**config.mk**
```make
export PLATFORM = sky130hd
export DESIGN_NAME = control_register_staged_flat
export DESIGN_NICKNAME = d
export VERILOG_FILES = /design/src/rtl/control_register_staged_if.sv /design/src/rtl/control_register_staged.sv /design/src/flat_wrapper.sv
export SDC_FILE = /design/constraint.sdc
export NUM_CORES = 1
export LEC_CHECK = 0
export BUFFER_PORTS_ARGS = -buffer_cell sky130_fd_sc_hd__buf_2
export CAP_MARGIN = 10
export CORE_MARGIN = 2
export CORE_UTILIZATION = 30
export CTS_CLUSTER_DIAMETER = 50
export CTS_CLUSTER_SIZE = 25
export DETAILED_ROUTE_END_ITERATION = 16
export HOLD_SLACK_MARGIN = 0.06
export SLEW_MARGIN = 15
export SYNTH_ARGS = -nofsm -noshare
export SYNTH_HDL_FRONTEND = slang
export SYNTH_SLANG_ARGS = --single-unit
```
**constraint.sdc**
```tcl
create_clock -name clk -period 1.4 [get_ports clk]
set_clock_uncertainty 0.05 [all_clocks]
set_input_delay 0.21 -clock clk [delete_from_list [all_inputs] [get_ports clk]]
set_output_delay 0.21 -clock clk [all_outputs]
set_load 0.1 [all_outputs]
```
**src/rtl/control_register_staged_if.sv**
```systemverilog
// Microstore-to-datapath bus for the staged control register.
// The master drives microstore words and pipeline controls; the slave returns the output stage.
interface control_register_staged_if #(
  parameter int unsigned WORD_WIDTH  = 38,
  parameter int unsigned STATE_WIDTH = 10,
  parameter int unsigned CNT_WIDTH   = 8
);
  logic [WORD_WIDTH-1:0]  in;
  logic [STATE_WIDTH-1:0] in_state;
  logic                   in_valid;
  logic                   stall;
  logic                   flush;
  logic                   moc;
  logic [WORD_WIDTH-1:0]  cr;
  logic [STATE_WIDTH-1:0] cr_state;
  logic                   cr_valid;
  logic                   busy;
  logic [CNT_WIDTH-1:0]   wait_cycles;

  modport master (
    output in, in_state, in_valid, stall, flush, moc,
    input  cr, cr_state, cr_valid, busy, wait_cycles
  );

  modport slave (
    input  in, in_state, in_valid, stall, flush, moc,
    output cr, cr_state, cr_valid, busy, wait_cycles
  );
endinterface

```
**src/rtl/control_register_staged.sv**
```systemverilog
// Pipelined microinstruction control register with stall, flush-to-NOP and a
// memory-operation wait that freezes the pipe until MOC while the output word requests memory.
module control_register_staged #(
  parameter int unsigned          WORD_WIDTH  = 38,
  parameter int unsigned          STATE_WIDTH = 10,
  parameter int unsigned          STAGES      = 1,
  parameter int unsigned          WAIT_BIT    = 30,
  parameter logic [WORD_WIDTH-1:0] NOP_WORD   = '0,
  parameter int unsigned          CNT_WIDTH   = 8
) (
  input  logic                      clk,
  input  logic                      reset,
  control_register_staged_if.slave  bus
);

  localparam int unsigned LAST = STAGES - 1;

  if (WAIT_BIT >= WORD_WIDTH) begin : g_bad_wait_bit
    $error("control_register_staged: WAIT_BIT must be below WORD_WIDTH");
  end
  if (STAGES < 1 || STAGES > 4) begin : g_bad_stages
    $error("control_register_staged: STAGES must be in 1..4");
  end

  logic [WORD_WIDTH-1:0]  word_q  [STAGES];
  logic [WORD_WIDTH-1:0]  word_d  [STAGES];
  logic [STATE_WIDTH-1:0] state_q [STAGES];
  logic [STATE_WIDTH-1:0] state_d [STAGES];
  logic                   valid_q [STAGES];
  logic                   valid_d [STAGES];
  logic [CNT_WIDTH-1:0]   wait_q;
  logic [CNT_WIDTH-1:0]   wait_d;

  logic wait_hold_c;
  logic advance_c;

  // An invalid output stage never waits, whatever its stored word holds.
  assign wait_hold_c = valid_q[LAST] & word_q[LAST][WAIT_BIT] & ~bus.moc;
  assign advance_c   = ~bus.stall & ~wait_hold_c;

  // Next-state: flush beats advance beats hold.
  always_comb begin
    word_d  = word_q;
    state_d = state_q;
    valid_d = valid_q;
    wait_d  = '0;
    if (wait_hold_c) begin
      wait_d = (&wait_q) ? wait_q : wait_q + CNT_WIDTH'(1);
    end
    if (advance_c) begin
      word_d[0]  = bus.in;
      state_d[0] = bus.in_state;
      valid_d[0] = bus.in_valid;
      for (int unsigned i = 1; i < STAGES; i++) begin
        word_d[i]  = word_q[i-1];
        state_d[i] = state_q[i-1];
        valid_d[i] = valid_q[i-1];
      end
    end
    if (bus.flush) begin
      for (int unsigned i = 0; i < STAGES; i++) begin
        word_d[i]  = NOP_WORD;
        state_d[i] = '0;
        valid_d[i] = 1'b0;
      end
      wait_d = '0;
    end
  end

  always_ff @(posedge clk) begin
    if (reset) begin
      for (int unsigned i = 0; i < STAGES; i++) begin
        word_q[i]  <= NOP_WORD;
        state_q[i] <= '0;
        valid_q[i] <= 1'b0;
      end
      wait_q <= '0;
    end else begin
      word_q  <= word_d;
      state_q <= state_d;
      valid_q <= valid_d;
      wait_q  <= wait_d;
    end
  end

  // Output stage is masked to NOP whenever it is not a real microinstruction.
  assign bus.cr          = valid_q[LAST] ? word_q[LAST]  : NOP_WORD;
  assign bus.cr_state    = valid_q[LAST] ? state_q[LAST] : '0;
  assign bus.cr_valid    = valid_q[LAST];
  assign bus.busy        = wait_hold_c;
  assign bus.wait_cycles = wait_q;

endmodule

```
**src/flat_wrapper.sv**
```systemverilog
// flat-port wrapper written by rule: the top's interface ports become plain ports
module control_register_staged_flat 
#(
  parameter int unsigned          WORD_WIDTH  = 38,
  parameter int unsigned          STATE_WIDTH = 10,
  parameter int unsigned          STAGES      = 1,
  parameter int unsigned          WAIT_BIT    = 30,
  parameter logic [WORD_WIDTH-1:0] NOP_WORD   = '0,
  parameter int unsigned          CNT_WIDTH   = 8
)
  (clk, reset, bus_in, bus_in_state, bus_in_valid, bus_stall, bus_flush, bus_moc, bus_cr, bus_cr_state, bus_cr_valid, bus_busy, bus_wait_cycles);
  control_register_staged_if #(.WORD_WIDTH(WORD_WIDTH), .STATE_WIDTH(STATE_WIDTH), .CNT_WIDTH(CNT_WIDTH)) bus_i ();
  input  logic clk;
  input  logic reset;
  input wire logic [$bits(bus_i.in)-1:0] bus_in;
  input wire logic [$bits(bus_i.in_state)-1:0] bus_in_state;
  input wire logic [$bits(bus_i.in_valid)-1:0] bus_in_valid;
  input wire logic [$bits(bus_i.stall)-1:0] bus_stall;
  input wire logic [$bits(bus_i.flush)-1:0] bus_flush;
  input wire logic [$bits(bus_i.moc)-1:0] bus_moc;
  output wire logic [$bits(bus_i.cr)-1:0] bus_cr;
  output wire logic [$bits(bus_i.cr_state)-1:0] bus_cr_state;
  output wire logic [$bits(bus_i.cr_valid)-1:0] bus_cr_valid;
  output wire logic [$bits(bus_i.busy)-1:0] bus_busy;
  output wire logic [$bits(bus_i.wait_cycles)-1:0] bus_wait_cycles;
  assign bus_i.in = bus_in;
  assign bus_i.in_state = bus_in_state;
  assign bus_i.in_valid = bus_in_valid;
  assign bus_i.stall = bus_stall;
  assign bus_i.flush = bus_flush;
  assign bus_i.moc = bus_moc;
  assign bus_cr = bus_i.cr;
  assign bus_cr_state = bus_i.cr_state;
  assign bus_cr_valid = bus_i.cr_valid;
  assign bus_busy = bus_i.busy;
  assign bus_wait_cycles = bus_i.wait_cycles;
  control_register_staged #(.WORD_WIDTH(WORD_WIDTH), .STATE_WIDTH(STATE_WIDTH), .STAGES(STAGES), .WAIT_BIT(WAIT_BIT), .NOP_WORD(NOP_WORD), .CNT_WIDTH(CNT_WIDTH)) u_core (.clk(clk), .reset(reset), .bus(bus_i));
endmodule
```
==> impl_metrics.csv <==
group,metric,value,unit
run_status,status,"complete, but fails checks",
run_status,violations,"negative setup slack",
placement,hpwl,5495,um
critical_path,worstSetupPathType,"flip-flop to primary output",
power_and_ir_drop,finalPower,3.946,mW
logic_synthesis,syn_area_per_cell,8.152,um2
power_and_ir_drop,power_leakage,1.871,nW
grt,grt_pass1_wl,13180,um
sta,post-route-period-util,1.114,
sta,max_freq,640.9,MHz
routing,antenna_left,0,
sta,slew_headroom,0.7432,
layout,diodes,0,
clocking,htree_levels,3,
logic_synthesis,synth_most_common_cell,"dfxtp_1",
die,dieArea,0.009401,mm2
layout,final_cell_area,0.004614,mm2
flow_run,max_cap_viol_count,0,
clocking,insertion_delay,340,ps
clocking,clock_sinks,57,
logic_synthesis,synthTopCellsByCount,"57 x dfxtp_1, 50 x nand3_1, 48 x and2_1, 43 x a21oi_1, 41 x o21ai_0",
die,start_util,0.3124,
die,core,0.008299,mm2
logic_synthesis,synth_edf_count,0,
critical_path,r2r_start,"u_core.bus.cr_valid$_SDFFE_PP0P_",
grt,antenna_found_initial,0,
layout,area_delta_synth_final,77.99,%
logic_synthesis,synth.largest_area_cell,"dfxtp_1",
layout,final_cells,548,
routing,viasPerCell,5.009,
critical_path,critPathRequiredTime,1140,ps
sta,fin_tns_setup,-6284,ps
routing,wire_per_inst,14.58,um
logic_synthesis,netlist_area,0.002592,mm2
hold_path,worstHoldEndpoint,"u_core.word_q[33]$_SDFFE_PP0P_",
sta,final_hold_viol_count,0,
clocking,cts_tree,"built",
power_and_ir_drop,irDropWorstVdd,0.0005160,V
grt,grt_start_max_net_pins,33,
hold_path,hp-class,"primary input to flip-flop",
hold_path,worstHoldPathCells,3,
critical_path,r2r_end,"u_core.word_q[30]$_SDFFE_PP0P_",
critical_path,r2r_slack,80,ps
logic_synthesis,syn_nets,373,
sta,fin_ws,-160.3,ps
routing,first_pass_iters,5,
logic_synthesis,synth_top_area_frac,0.4402,
logic_synthesis,synth_area_leaders,"dfxtp_1 44%, and2_1 12%, nand3_1 9.7%",
grt,grt_pass1_vias,2722,
logic_synthesis,synth.distinct_cells,32,
routing,drt_iter0_drc,107,
grt,grt_remaining_overflow,0,
layout,drive_above_1_share,0.4944,
die,io_pins,112,
critical_path,cp_max_fo,20,
routing,drc,0,
placement,gp_congestion,0.7123,
layout,utilization,0.5560,
critical_path,arrival,1300,ps
critical_path,crit_path_start_kind,"flip-flop",
logic_synthesis,synth-seq-area-share,0.4402,
sta,worst_pin_slew,375.5,ps
layout,nets,493,
die,die_w,96.96,um
placement,numPortBuffers,111,
power_and_ir_drop,power_density,855.2,mW/mm2
clocking,cts_buffers,9,
sta,fin_crit,1560,ps
critical_path,rr_worst_depth,5,
sta,setup_viol,49,
grt,track_usage,0.1716,
clocking,clk_pin_slew,70,ps
sta,finalMaxSlewViolations,0,
logic_synthesis,yosys_most_used_dff,"dfxtp_1",
placement,dpl_cell_area,0.004183,mm2
routing,vias,2745,
die,rows,33,
sta,rsz0062_at_grt,"true",
logic_synthesis,ys_seq_elements,57,
placement,dpl.cell_count,518,
logic_synthesis,synthArstFlopShare,0,
hold_path,min_from,"bus_in[33]",
clocking,root_buffer,"clkbuf_8",
critical_path,endpoint_kind,"primary output",
clocking,clockBufferDepth,2,
logic_synthesis,syn_inst,318,
routing,drt-total-wl,7992,um
logic_synthesis,ys_warn_count,0,
die,fp.dieH,96.96,um
==> layer usage <==
layer	track usage	vias to the layer above	routed length [um]
li1	-	1361	-
met2	0.2788	85	3905
met5	0	-	0
met3	0.05419	3	484
met4	0.05959	0	47
met1	0.2146	1296	3554
==> stage by stage <==
stage | worst slack (ps) | hold slack (ps)
4_1_cts | -175.0 | 60.26
2_1_floorplan | -131.7 | 307.7
6_report | -160.3 | 70.35
3_5_place_dp | 105.7 | 413.1
3_3_place_gp | 146.4 | 406.3
5_1_grt | -218.6 | 63.38
==> critical path: stages, from the launching register on <==
cell and delay, ps:
dfxtp_4 430, buf_12 160, and2_2 180, buf_12 170
==> registers in the layout (all words and copies together), names as in the netlist <==
register,count
u_core.word_q,38
u_core.state_q,10
u_core.bus.wait_cycles,8
u_core.bus.cr_valid,1
==> cells by family after synthesis <==
group	share of synthesized area
AOI/OAI and AO/OA	0.2331
adders and majority gates	0.004825
buffers and inverters	0.06563
DFF	0.4402
and+or+nand+nor	0.2563
==> area by class of cell <==
type,count,area [um2]
fill,732,3685
timing repair buffer,139,1652
multi-input combinational,227,1405
sequential,57,1172
tap,105,131.4
clock buffer,10,127.6
clock inverter,6,106.4
inverter,4,20.02
==> power breakdown <==
group	switching (mW)	internal (mW)	total, mW
Sequential	0.0251	1.65	1.68
Combinational	0.240	0.195	0.435
Clock	0.661	1.17	1.83
Total	0.926	3.02	3.95
==> worst max path at each step <==
stage	startpoint	depth (start not counted)	to	slack, ps
after global routing	u_core.bus.cr_valid$_SDFFE_PP0P_	3	bus_cr[13]	-220
after global placement	bus_moc	5	bus_busy	150
after floorplan	u_core.bus.cr_valid$_SDFFE_PP0P_	2	bus_cr[0]	-130
after CTS	u_core.bus.cr_valid$_SDFFE_PP0P_	3	bus_cr_state[8]	-180
final	u_core.bus.cr_valid$_SDFFE_PP0P_	3	bus_cr[13]	-160
after detailed placement	bus_moc	6	u_core.bus.wait_cycles[4]$_SDFFE_PP0N_	110
==> layout by cell type, fill, tap and decap left out, types with 2 or more instances in the layout <==
| cell type | count |
|---|---|
| nor3_1 | 6 |
| buf_12 | 56 |
| and2_4 | 30 |
| clkbuf_8 | 9 |
| nand3_1 | 50 |
| a21oi_2 | 8 |
| bufinv_16 | 3 |
| buf_2 | 53 |
| o221a_2 | 2 |
| nand2_1 | 2 |
| dfxtp_1 | 48 |
| nand4_1 | 2 |
| o21ai_0 | 39 |
| inv_1 | 2 |
| nor2_1 | 2 |
| buf_4 | 20 |
| a31oi_1 | 2 |
| dlygate4sd3_1 | 8 |
| and2_2 | 18 |
| dfxtp_4 | 8 |
| o21ai_1 | 11 |
| a21oi_1 | 43 |
==> timing repair <==
item | CTS | global route
hold buffers | 5 | 3
setup endpoints to repair | 55 | 51
gates resized for setup | 21 | 5
buffers inserted | 2 | 3
endpoints found under the hold margin | 5 | 3
cloned | 1 | 0
Power figures use the tool's default switching activity.
